File: config.mk
export PLATFORM = sky130hd
export DESIGN_NAME = mem_arbiter_flat
export DESIGN_NICKNAME = d
export VERILOG_FILES = /design/src/rtl/mem_arbiter_if.sv /design/src/rtl/mem_arbiter.sv /design/src/flat_wrapper.sv
export SDC_FILE = /design/constraint.sdc
export NUM_CORES = 1
export LEC_CHECK = 0
export BUFFER_PORTS_ARGS = -buffer_cell sky130_fd_sc_hd__buf_2
export CAP_MARGIN = 20
export CORE_MARGIN = 8
export CORE_UTILIZATION = 50
export CTS_CLUSTER_DIAMETER = 100
export DETAILED_ROUTE_END_ITERATION = 10
export PLACE_DENSITY = 0.77
export SKIP_CTS_REPAIR_TIMING = 1
export SYNTH_ARGS = -nofsm -noshare
export SYNTH_HDL_FRONTEND = slang
export SYNTH_SLANG_ARGS = --single-unit
File: constraint.sdc
create_clock -name clk_in -period 5.4 [get_ports clk_in]
set_input_delay 0.54 -clock clk_in [delete_from_list [all_inputs] [get_ports clk_in]]
set_output_delay 0.54 -clock clk_in [all_outputs]
set_load 0.02 [all_outputs]
File: src/rtl/mem_arbiter_if.sv
// Memory-side and requester-side signals of the RAM/IO port arbiter.
// The arbiter uses the master view; the RAM, ICache and LSB sit on the slave view.
interface mem_arbiter_if;
  logic [7:0]  mem_din;
  logic [7:0]  mem_dout;
  logic [31:0] mem_a;
  logic        mem_wr;
  logic        io_buffer_full;
  logic        clear;
  logic        ic_need_mem;
  logic [31:0] ic_addr;
  logic [31:0] ic_ins;
  logic        ic_ins_ready;
  logic        lsb_req;
  logic        lsb_wr;
  logic [1:0]  lsb_len;
  logic [31:0] lsb_addr;
  logic [31:0] lsb_wdata;
  logic [31:0] lsb_rdata;
  logic        lsb_done;

  modport master (
    input  mem_din, io_buffer_full, clear,
    input  ic_need_mem, ic_addr,
    input  lsb_req, lsb_wr, lsb_len, lsb_addr, lsb_wdata,
    output mem_dout, mem_a, mem_wr,
    output ic_ins, ic_ins_ready,
    output lsb_rdata, lsb_done
  );

  modport slave (
    output mem_din, io_buffer_full, clear,
    output ic_need_mem, ic_addr,
    output lsb_req, lsb_wr, lsb_len, lsb_addr, lsb_wdata,
    input  mem_dout, mem_a, mem_wr,
    input  ic_ins, ic_ins_ready,
    input  lsb_rdata, lsb_done
  );
endinterface

File: src/rtl/mem_arbiter.sv
// Shares the byte-wide RAM/IO port between ICache fills and LSB loads/stores,
// moving one byte per cycle and assembling little-endian words.
module mem_arbiter #(
  parameter logic [1:0] IO_HI = 2'b11
) (
  input  logic          clk_in,
  input  logic          rst_in,
  input  logic          rdy_in,
  mem_arbiter_if.master bus
);

  typedef enum logic [1:0] {IDLE, READ, WRITE, DONE} state_t;

  state_t      state, state_nx;
  logic [2:0]  cnt, cnt_nx;
  logic [2:0]  n, n_nx;
  logic [31:0] base, base_nx;
  logic [31:0] addr_q, addr_nx;
  logic [31:0] data_q, data_nx;
  logic [7:0]  dout_q, dout_nx;
  logic        wr_q, wr_nx;
  logic        src_lsb, src_lsb_nx;
  logic        last_lsb, last_lsb_nx;
  logic [31:0] ic_ins_q, ic_ins_nx;
  logic [31:0] lsb_rdata_q, lsb_rdata_nx;
  logic        ic_rdy_q, ic_rdy_nx;
  logic        lsb_done_q, lsb_done_nx;

  logic        ic_req;
  logic [2:0]  cnt_inc;
  logic [2:0]  done_cnt;
  logic [31:0] wr_addr;

  function automatic logic [2:0] len_to_n(input logic [1:0] len);
    case (len)
      2'd0:    return 3'd1;
      2'd1:    return 3'd2;
      default: return 3'd4;
    endcase
  endfunction

  function automatic logic is_io(input logic [31:0] a);
    return a[17:16] == IO_HI;
  endfunction

  function automatic logic [7:0] get_byte(input logic [31:0] w, input logic [1:0] i);
    return w[{i, 3'b000} +: 8];
  endfunction

  function automatic logic [31:0] put_byte(input logic [31:0] w, input logic [1:0] i,
                                           input logic [7:0] b);
    logic [31:0] r;
    r = w;
    r[{i, 3'b000} +: 8] = b;
    return r;
  endfunction

  always_ff @(posedge clk_in or posedge rst_in) begin
    if (rst_in) begin
      state       <= IDLE;
      cnt         <= '0;
      n           <= '0;
      base        <= '0;
      addr_q      <= '0;
      data_q      <= '0;
      dout_q      <= '0;
      wr_q        <= 1'b0;
      src_lsb     <= 1'b0;
      last_lsb    <= 1'b0;
      ic_ins_q    <= '0;
      lsb_rdata_q <= '0;
      ic_rdy_q    <= 1'b0;
      lsb_done_q  <= 1'b0;
    end else if (rdy_in) begin
      state       <= state_nx;
      cnt         <= cnt_nx;
      n           <= n_nx;
      base        <= base_nx;
      addr_q      <= addr_nx;
      data_q      <= data_nx;
      dout_q      <= dout_nx;
      wr_q        <= wr_nx;
      src_lsb     <= src_lsb_nx;
      last_lsb    <= last_lsb_nx;
      ic_ins_q    <= ic_ins_nx;
      lsb_rdata_q <= lsb_rdata_nx;
      ic_rdy_q    <= ic_rdy_nx;
      lsb_done_q  <= lsb_done_nx;
    end
  end

  always_comb begin
    state_nx     = state;
    cnt_nx       = cnt;
    n_nx         = n;
    base_nx      = base;
    addr_nx      = addr_q;
    data_nx      = data_q;
    dout_nx      = dout_q;
    wr_nx        = wr_q;
    src_lsb_nx   = src_lsb;
    last_lsb_nx  = last_lsb;
    ic_ins_nx    = ic_ins_q;
    lsb_rdata_nx = lsb_rdata_q;
    ic_rdy_nx    = 1'b0;
    lsb_done_nx  = 1'b0;
    ic_req       = bus.ic_need_mem & ~bus.clear;
    cnt_inc      = cnt + 3'd1;
    done_cnt     = cnt + {2'b00, wr_q};
    wr_addr      = base + {29'd0, done_cnt};

    case (state)
      IDLE: begin
        // On a tie the LSB wins unless it also won the previous grant.
        if (bus.lsb_req && (!ic_req || !last_lsb)) begin
          base_nx     = bus.lsb_addr;
          addr_nx     = bus.lsb_addr;
          n_nx        = len_to_n(bus.lsb_len);
          cnt_nx      = '0;
          src_lsb_nx  = 1'b1;
          last_lsb_nx = 1'b1;
          if (bus.lsb_wr) begin
            data_nx  = bus.lsb_wdata;
            dout_nx  = bus.lsb_wdata[7:0];
            wr_nx    = !(is_io(bus.lsb_addr) && bus.io_buffer_full);
            state_nx = WRITE;
          end else begin
            data_nx  = '0;
            state_nx = READ;
          end
        end else if (ic_req) begin
          base_nx     = bus.ic_addr;
          addr_nx     = bus.ic_addr;
          n_nx        = 3'd4;
          cnt_nx      = '0;
          src_lsb_nx  = 1'b0;
          last_lsb_nx = 1'b0;
          data_nx     = '0;
          state_nx    = READ;
        end
      end

      READ: begin
        if (!src_lsb && bus.clear) begin
          state_nx = IDLE;
          addr_nx  = '0;
          cnt_nx   = '0;
        end else begin
          // Address k goes out after edge k; its byte returns two edges later.
          cnt_nx = cnt_inc;
          if (cnt_inc < n)
            addr_nx = base + {29'd0, cnt_inc};
          if (cnt != 3'd0)
            data_nx = put_byte(data_q, cnt[1:0] - 2'd1, bus.mem_din);
          if (cnt == n) begin
            state_nx = DONE;
            if (src_lsb) begin
              lsb_rdata_nx = data_nx;
              lsb_done_nx  = 1'b1;
            end else begin
              ic_ins_nx = data_nx;
              ic_rdy_nx = 1'b1;
            end
          end
        end
      end

      WRITE: begin
        // cnt only moves past a byte once it has actually been strobed out.
        cnt_nx = done_cnt;
        if (done_cnt == n) begin
          wr_nx       = 1'b0;
          lsb_done_nx = 1'b1;
          state_nx    = DONE;
        end else if (is_io(wr_addr) && bus.io_buffer_full) begin
          wr_nx = 1'b0;
        end else begin
          addr_nx = wr_addr;
          dout_nx = get_byte(data_q, done_cnt[1:0]);
          wr_nx   = 1'b1;
        end
      end

      DONE: begin
        state_nx = IDLE;
      end

      default: begin
        state_nx = IDLE;
      end
    endcase
  end

  assign bus.mem_a        = addr_q;
  assign bus.mem_dout     = dout_q;
  assign bus.mem_wr       = wr_q & rdy_in;
  assign bus.ic_ins       = ic_ins_q;
  assign bus.ic_ins_ready = ic_rdy_q & ~bus.clear;
  assign bus.lsb_rdata    = lsb_rdata_q;
  assign bus.lsb_done     = lsb_done_q;

endmodule
File: src/flat_wrapper.sv
// flat-port wrapper written by rule: the top's interface ports become plain ports
module mem_arbiter_flat 
#(
  parameter logic [1:0] IO_HI = 2'b11
)
  (clk_in, rst_in, rdy_in, bus_mem_din, bus_io_buffer_full, bus_clear, bus_ic_need_mem, bus_ic_addr, bus_lsb_req, bus_lsb_wr, bus_lsb_len, bus_lsb_addr, bus_lsb_wdata, bus_mem_dout, bus_mem_a, bus_mem_wr, bus_ic_ins, bus_ic_ins_ready, bus_lsb_rdata, bus_lsb_done);
  mem_arbiter_if bus_i ();
  input  logic clk_in;
  input  logic rst_in;
  input  logic rdy_in;
  input wire logic [$bits(bus_i.mem_din)-1:0] bus_mem_din;
  input wire logic [$bits(bus_i.io_buffer_full)-1:0] bus_io_buffer_full;
  input wire logic [$bits(bus_i.clear)-1:0] bus_clear;
  input wire logic [$bits(bus_i.ic_need_mem)-1:0] bus_ic_need_mem;
  input wire logic [$bits(bus_i.ic_addr)-1:0] bus_ic_addr;
  input wire logic [$bits(bus_i.lsb_req)-1:0] bus_lsb_req;
  input wire logic [$bits(bus_i.lsb_wr)-1:0] bus_lsb_wr;
  input wire logic [$bits(bus_i.lsb_len)-1:0] bus_lsb_len;
  input wire logic [$bits(bus_i.lsb_addr)-1:0] bus_lsb_addr;
  input wire logic [$bits(bus_i.lsb_wdata)-1:0] bus_lsb_wdata;
  output wire logic [$bits(bus_i.mem_dout)-1:0] bus_mem_dout;
  output wire logic [$bits(bus_i.mem_a)-1:0] bus_mem_a;
  output wire logic [$bits(bus_i.mem_wr)-1:0] bus_mem_wr;
  output wire logic [$bits(bus_i.ic_ins)-1:0] bus_ic_ins;
  output wire logic [$bits(bus_i.ic_ins_ready)-1:0] bus_ic_ins_ready;
  output wire logic [$bits(bus_i.lsb_rdata)-1:0] bus_lsb_rdata;
  output wire logic [$bits(bus_i.lsb_done)-1:0] bus_lsb_done;
  assign bus_i.mem_din = bus_mem_din;
  assign bus_i.io_buffer_full = bus_io_buffer_full;
  assign bus_i.clear = bus_clear;
  assign bus_i.ic_need_mem = bus_ic_need_mem;
  assign bus_i.ic_addr = bus_ic_addr;
  assign bus_i.lsb_req = bus_lsb_req;
  assign bus_i.lsb_wr = bus_lsb_wr;
  assign bus_i.lsb_len = bus_lsb_len;
  assign bus_i.lsb_addr = bus_lsb_addr;
  assign bus_i.lsb_wdata = bus_lsb_wdata;
  assign bus_mem_dout = bus_i.mem_dout;
  assign bus_mem_a = bus_i.mem_a;
  assign bus_mem_wr = bus_i.mem_wr;
  assign bus_ic_ins = bus_i.ic_ins;
  assign bus_ic_ins_ready = bus_i.ic_ins_ready;
  assign bus_lsb_rdata = bus_i.lsb_rdata;
  assign bus_lsb_done = bus_i.lsb_done;
  mem_arbiter #(.IO_HI(IO_HI)) u_core (.clk_in(clk_in), .rst_in(rst_in), .rdy_in(rdy_in), .bus(bus_i));
endmodule
==> impl_metrics.json <==
{
  "setup_tns_ns": 0,
  "drv_cap": 0,
  "ys_top_cells_by_area": "dfrtp_1, o21ai_0, nand2_1, mux2i_1, mux2_4",
  "synth_edf_count": 0,
  "grt_pass1_vias": 9144,
  "whs_ns": 0.361,
  "grt_usage_pct": 25.5,
  "fin_skew_ns": 0.0139,
  "required_ns": 5.72,
  "status": "finished, final reports clean",
  "synthCells": 1073,
  "peakVddDrop_mv": 0.364,
  "cts.reportedPaths.clkPinSlew_ns": 0.07,
  "num_rows": 52,
  "syn_to_final_growth_pct": 18.3,
  "core_mm2": 0.0202,
  "cp.arrival_ns": 4.33,
  "drc": 0,
  "wl_per_cell_um": 21.5,
  "drt_iter0_drc": 808,
  "grt_max_degree": 136,
  "clock_latency_ns": 0.44,
  "start_util_pct": 51.1,
  "synth-seq-cells": 180,
  "clock_path_buffers": 2,
  "vias_per_cell": 6.09,
  "ys.flop_type": "dfrtp_1",
  "grt_pass1_wl_mm": 52.5,
  "min_period_ns": 4.01,
  "timing.hold.worst.start": "bus_lsb_len[0]",
  "cts_made_buffers": 17,
  "tightest_slew_ns": 1.11,
  "endpoint_kind": "register",
  "synthDominantCellAreaShare_pct": 43.6,
  "cts_tree": "done",
  "powerDensity_mw_per_mm2": 630,
  "dr.pass1.iters": 6,
  "chipWidth_um": 160,
  "ioPinCount": 221,
  "finalHoldViolCount": 0,
  "die_h_um": 160,
  "ant_nets": 0,
  "dp_hpwl_mm": 24.6,
  "place_congestion": 0.935,
  "ys_warn_count": 0,
  "syn_area_per_cell_um2": 9.63,
  "clkSinkCount": 180,
  "ys_async_sr_fraction_pct": 100,
  "p_leak_nw": 5.68,
  "worstSetupPathType": "register to register",
  "syn-cell-area_mm2": 0.0103,
  "drive_gt1_share_pct": 27.3,
  "synth.most_common_cell": "dfrtp_1",
  "syn_nets": 1210,
  "max_freq_mhz": 250,
  "wl_mm": 33.1,
  "die_area_mm2": 0.0255,
  "drv_slew": 0,
  "rsz0062_at_grt": "false",
  "worst_setup_path_start_kind": "register",
  "post-synth-top-area-cell": "dfrtp_1",
  "synthTopCellsByCount": "dfrtp_1, nand2_1, o21ai_0, a21oi_1, clkbuf_1",
  "layout.nets": 1394,
  "antenna_found_initial": 1,
  "finalCritPeriodShare_pct": 74.2,
  "hp-class": "primary input to register",
  "place.port_buffers": 220,
  "setup_viol": 0,
  "crit_path_start": "u_core.cnt[0]",
  "grt_overflow": 0,
  "crit_fanout": 17,
  "slew_headroom_pct": 25.7,
  "clock_tree.root_cell": "clkbuf_16",
  "synth-seq-area-share_pct": 43.6,
  "vias": 9374,
  "netlist-cell-type-count": 82,
  "htreeDepth": 4,
  "reg2reg_from": "u_core.cnt[0]",
  "antenna_cells": 0
}
## flip-flops by register name, indices dropped and copies added (netlist names)
name and cells:
u_core.base 32, u_core.bus.ic_ins 32, u_core.bus.lsb_done 1, u_core.bus.lsb_rdata 32, u_core.bus.mem_a 32, u_core.bus.mem_dout 8, u_core.cnt 3, u_core.data_q 32
u_core.ic_rdy_q 1, u_core.last_lsb 1, u_core.n 3, u_core.state 2, u_core.wr_q 1
## layout by cell type, fill, tap and decap left out, types with 5 or more instances in the layout
cell,instances
and3_1,7
ha_1,21
a221oi_1,9
o31ai_1,5
nor2_1,50
inv_6,6
o21ai_0,121
nand2b_1,6
o221ai_1,12
a22oi_1,35
nor4_1,11
clkbuf_16,17
mux4_2,8
buf_2,220
a31oi_1,11
and2_1,5
o211ai_1,23
xnor2_1,5
xor2_1,6
a2bb2oi_1,8
and4_1,6
mux2_2,25
nand2_1,152
mux2_4,20
nand3_1,24
mux2i_1,38
inv_1,32
nor3_1,12
buf_4,16
dfrtp_1,180
a21oi_1,56
nand4_1,8
o21a_1,19
## cell type report
cell class | count | area (µm²)
repair buffers | 239 | 1270
multi-input cells | 784 | 5400
well taps | 270 | 338
flip-flops and latches | 180 | 4500
fillers | 1722 | 8010
clock inverters | 15 | 154
inverters | 35 | 135
clock buffers | 17 | 425
## final timing paths
path	to	slack, ns	depth (start not counted)
worst max-delay path	u_core.bus.mem_a[31]	1.39	11
worst min-delay path	u_core.n[1]	0.36	3
worst max register to register	u_core.bus.mem_a[31]	1.39	11
worst min register to register	u_core.bus.ic_ins[19]	0.48	2
max in group asynchronous	u_core.bus.mem_a[26]	3.90	4
min in group asynchronous	u_core.last_lsb	0.54	3
## metal layers
metal | GRT usage, % | up-vias | part of all wire (%)
li1 | - | 4308 | -
met1 | 33.2 | 4559 | 41
met5 | 0 | - | 0.039
met4 | 6.41 | 2 | 1.7
met2 | 40.1 | 460 | 47
met3 | 8.74 | 45 | 10
## cells by family (layout without fill, tap and decap cells)
logic type      after synthesis  count (layout)  share of synthesized area [%]
flops                       180             180                           43.6
fa+ha+maj                    23              23                           2.93
buf+inv                     109             306                           4.43
xor+xnor                     12              12                           1.09
mux                          91              91                           11.1
compound gates              353             353                           22.8
simple gates                305             305                           14.1
## report_power, final
part | internal (mW) | switching (mW)
logic | 1.56 | 2.33
registers | 1.98 | 0.607
clock network | 0.618 | 0.613
total | 4.16 | 3.55
## critical path, cell delays in order (launching register included)
cell	delay, ns
dfrtp_1	0.51
ha_1	0.72
ha_1	0.27
inv_1	0.06
fa_1	0.41
nor2b_1	0.38
o211ai_4	0.16
nor2_1	0.27
a211oi_4	0.13
o221ai_4	0.23
buf_4	0.36
mux2_2	0.38
## metrics by stage
step / worst slack [ns] / instance area [µm²] / power, mW / utilization (%) / instances
after global routing: 1.09 / 12200 / 8.18 / 60.4 / 1540
final: 1.39 / 12200 / 7.71 / 60.4 / 1540
after CTS: 1.39 / 12200 / 7.69 / 60.3 / 1538
after floorplan: 1.78 / 10300 / 5.21 / - / 1073
after detailed placement: 1.40 / 11600 / 6.44 / 57.4 / 1506
after global placement: 1.51 / 11600 / 6.34 / 57.4 / 1506
No activity file was read; power rests on OpenSTA's default activity.
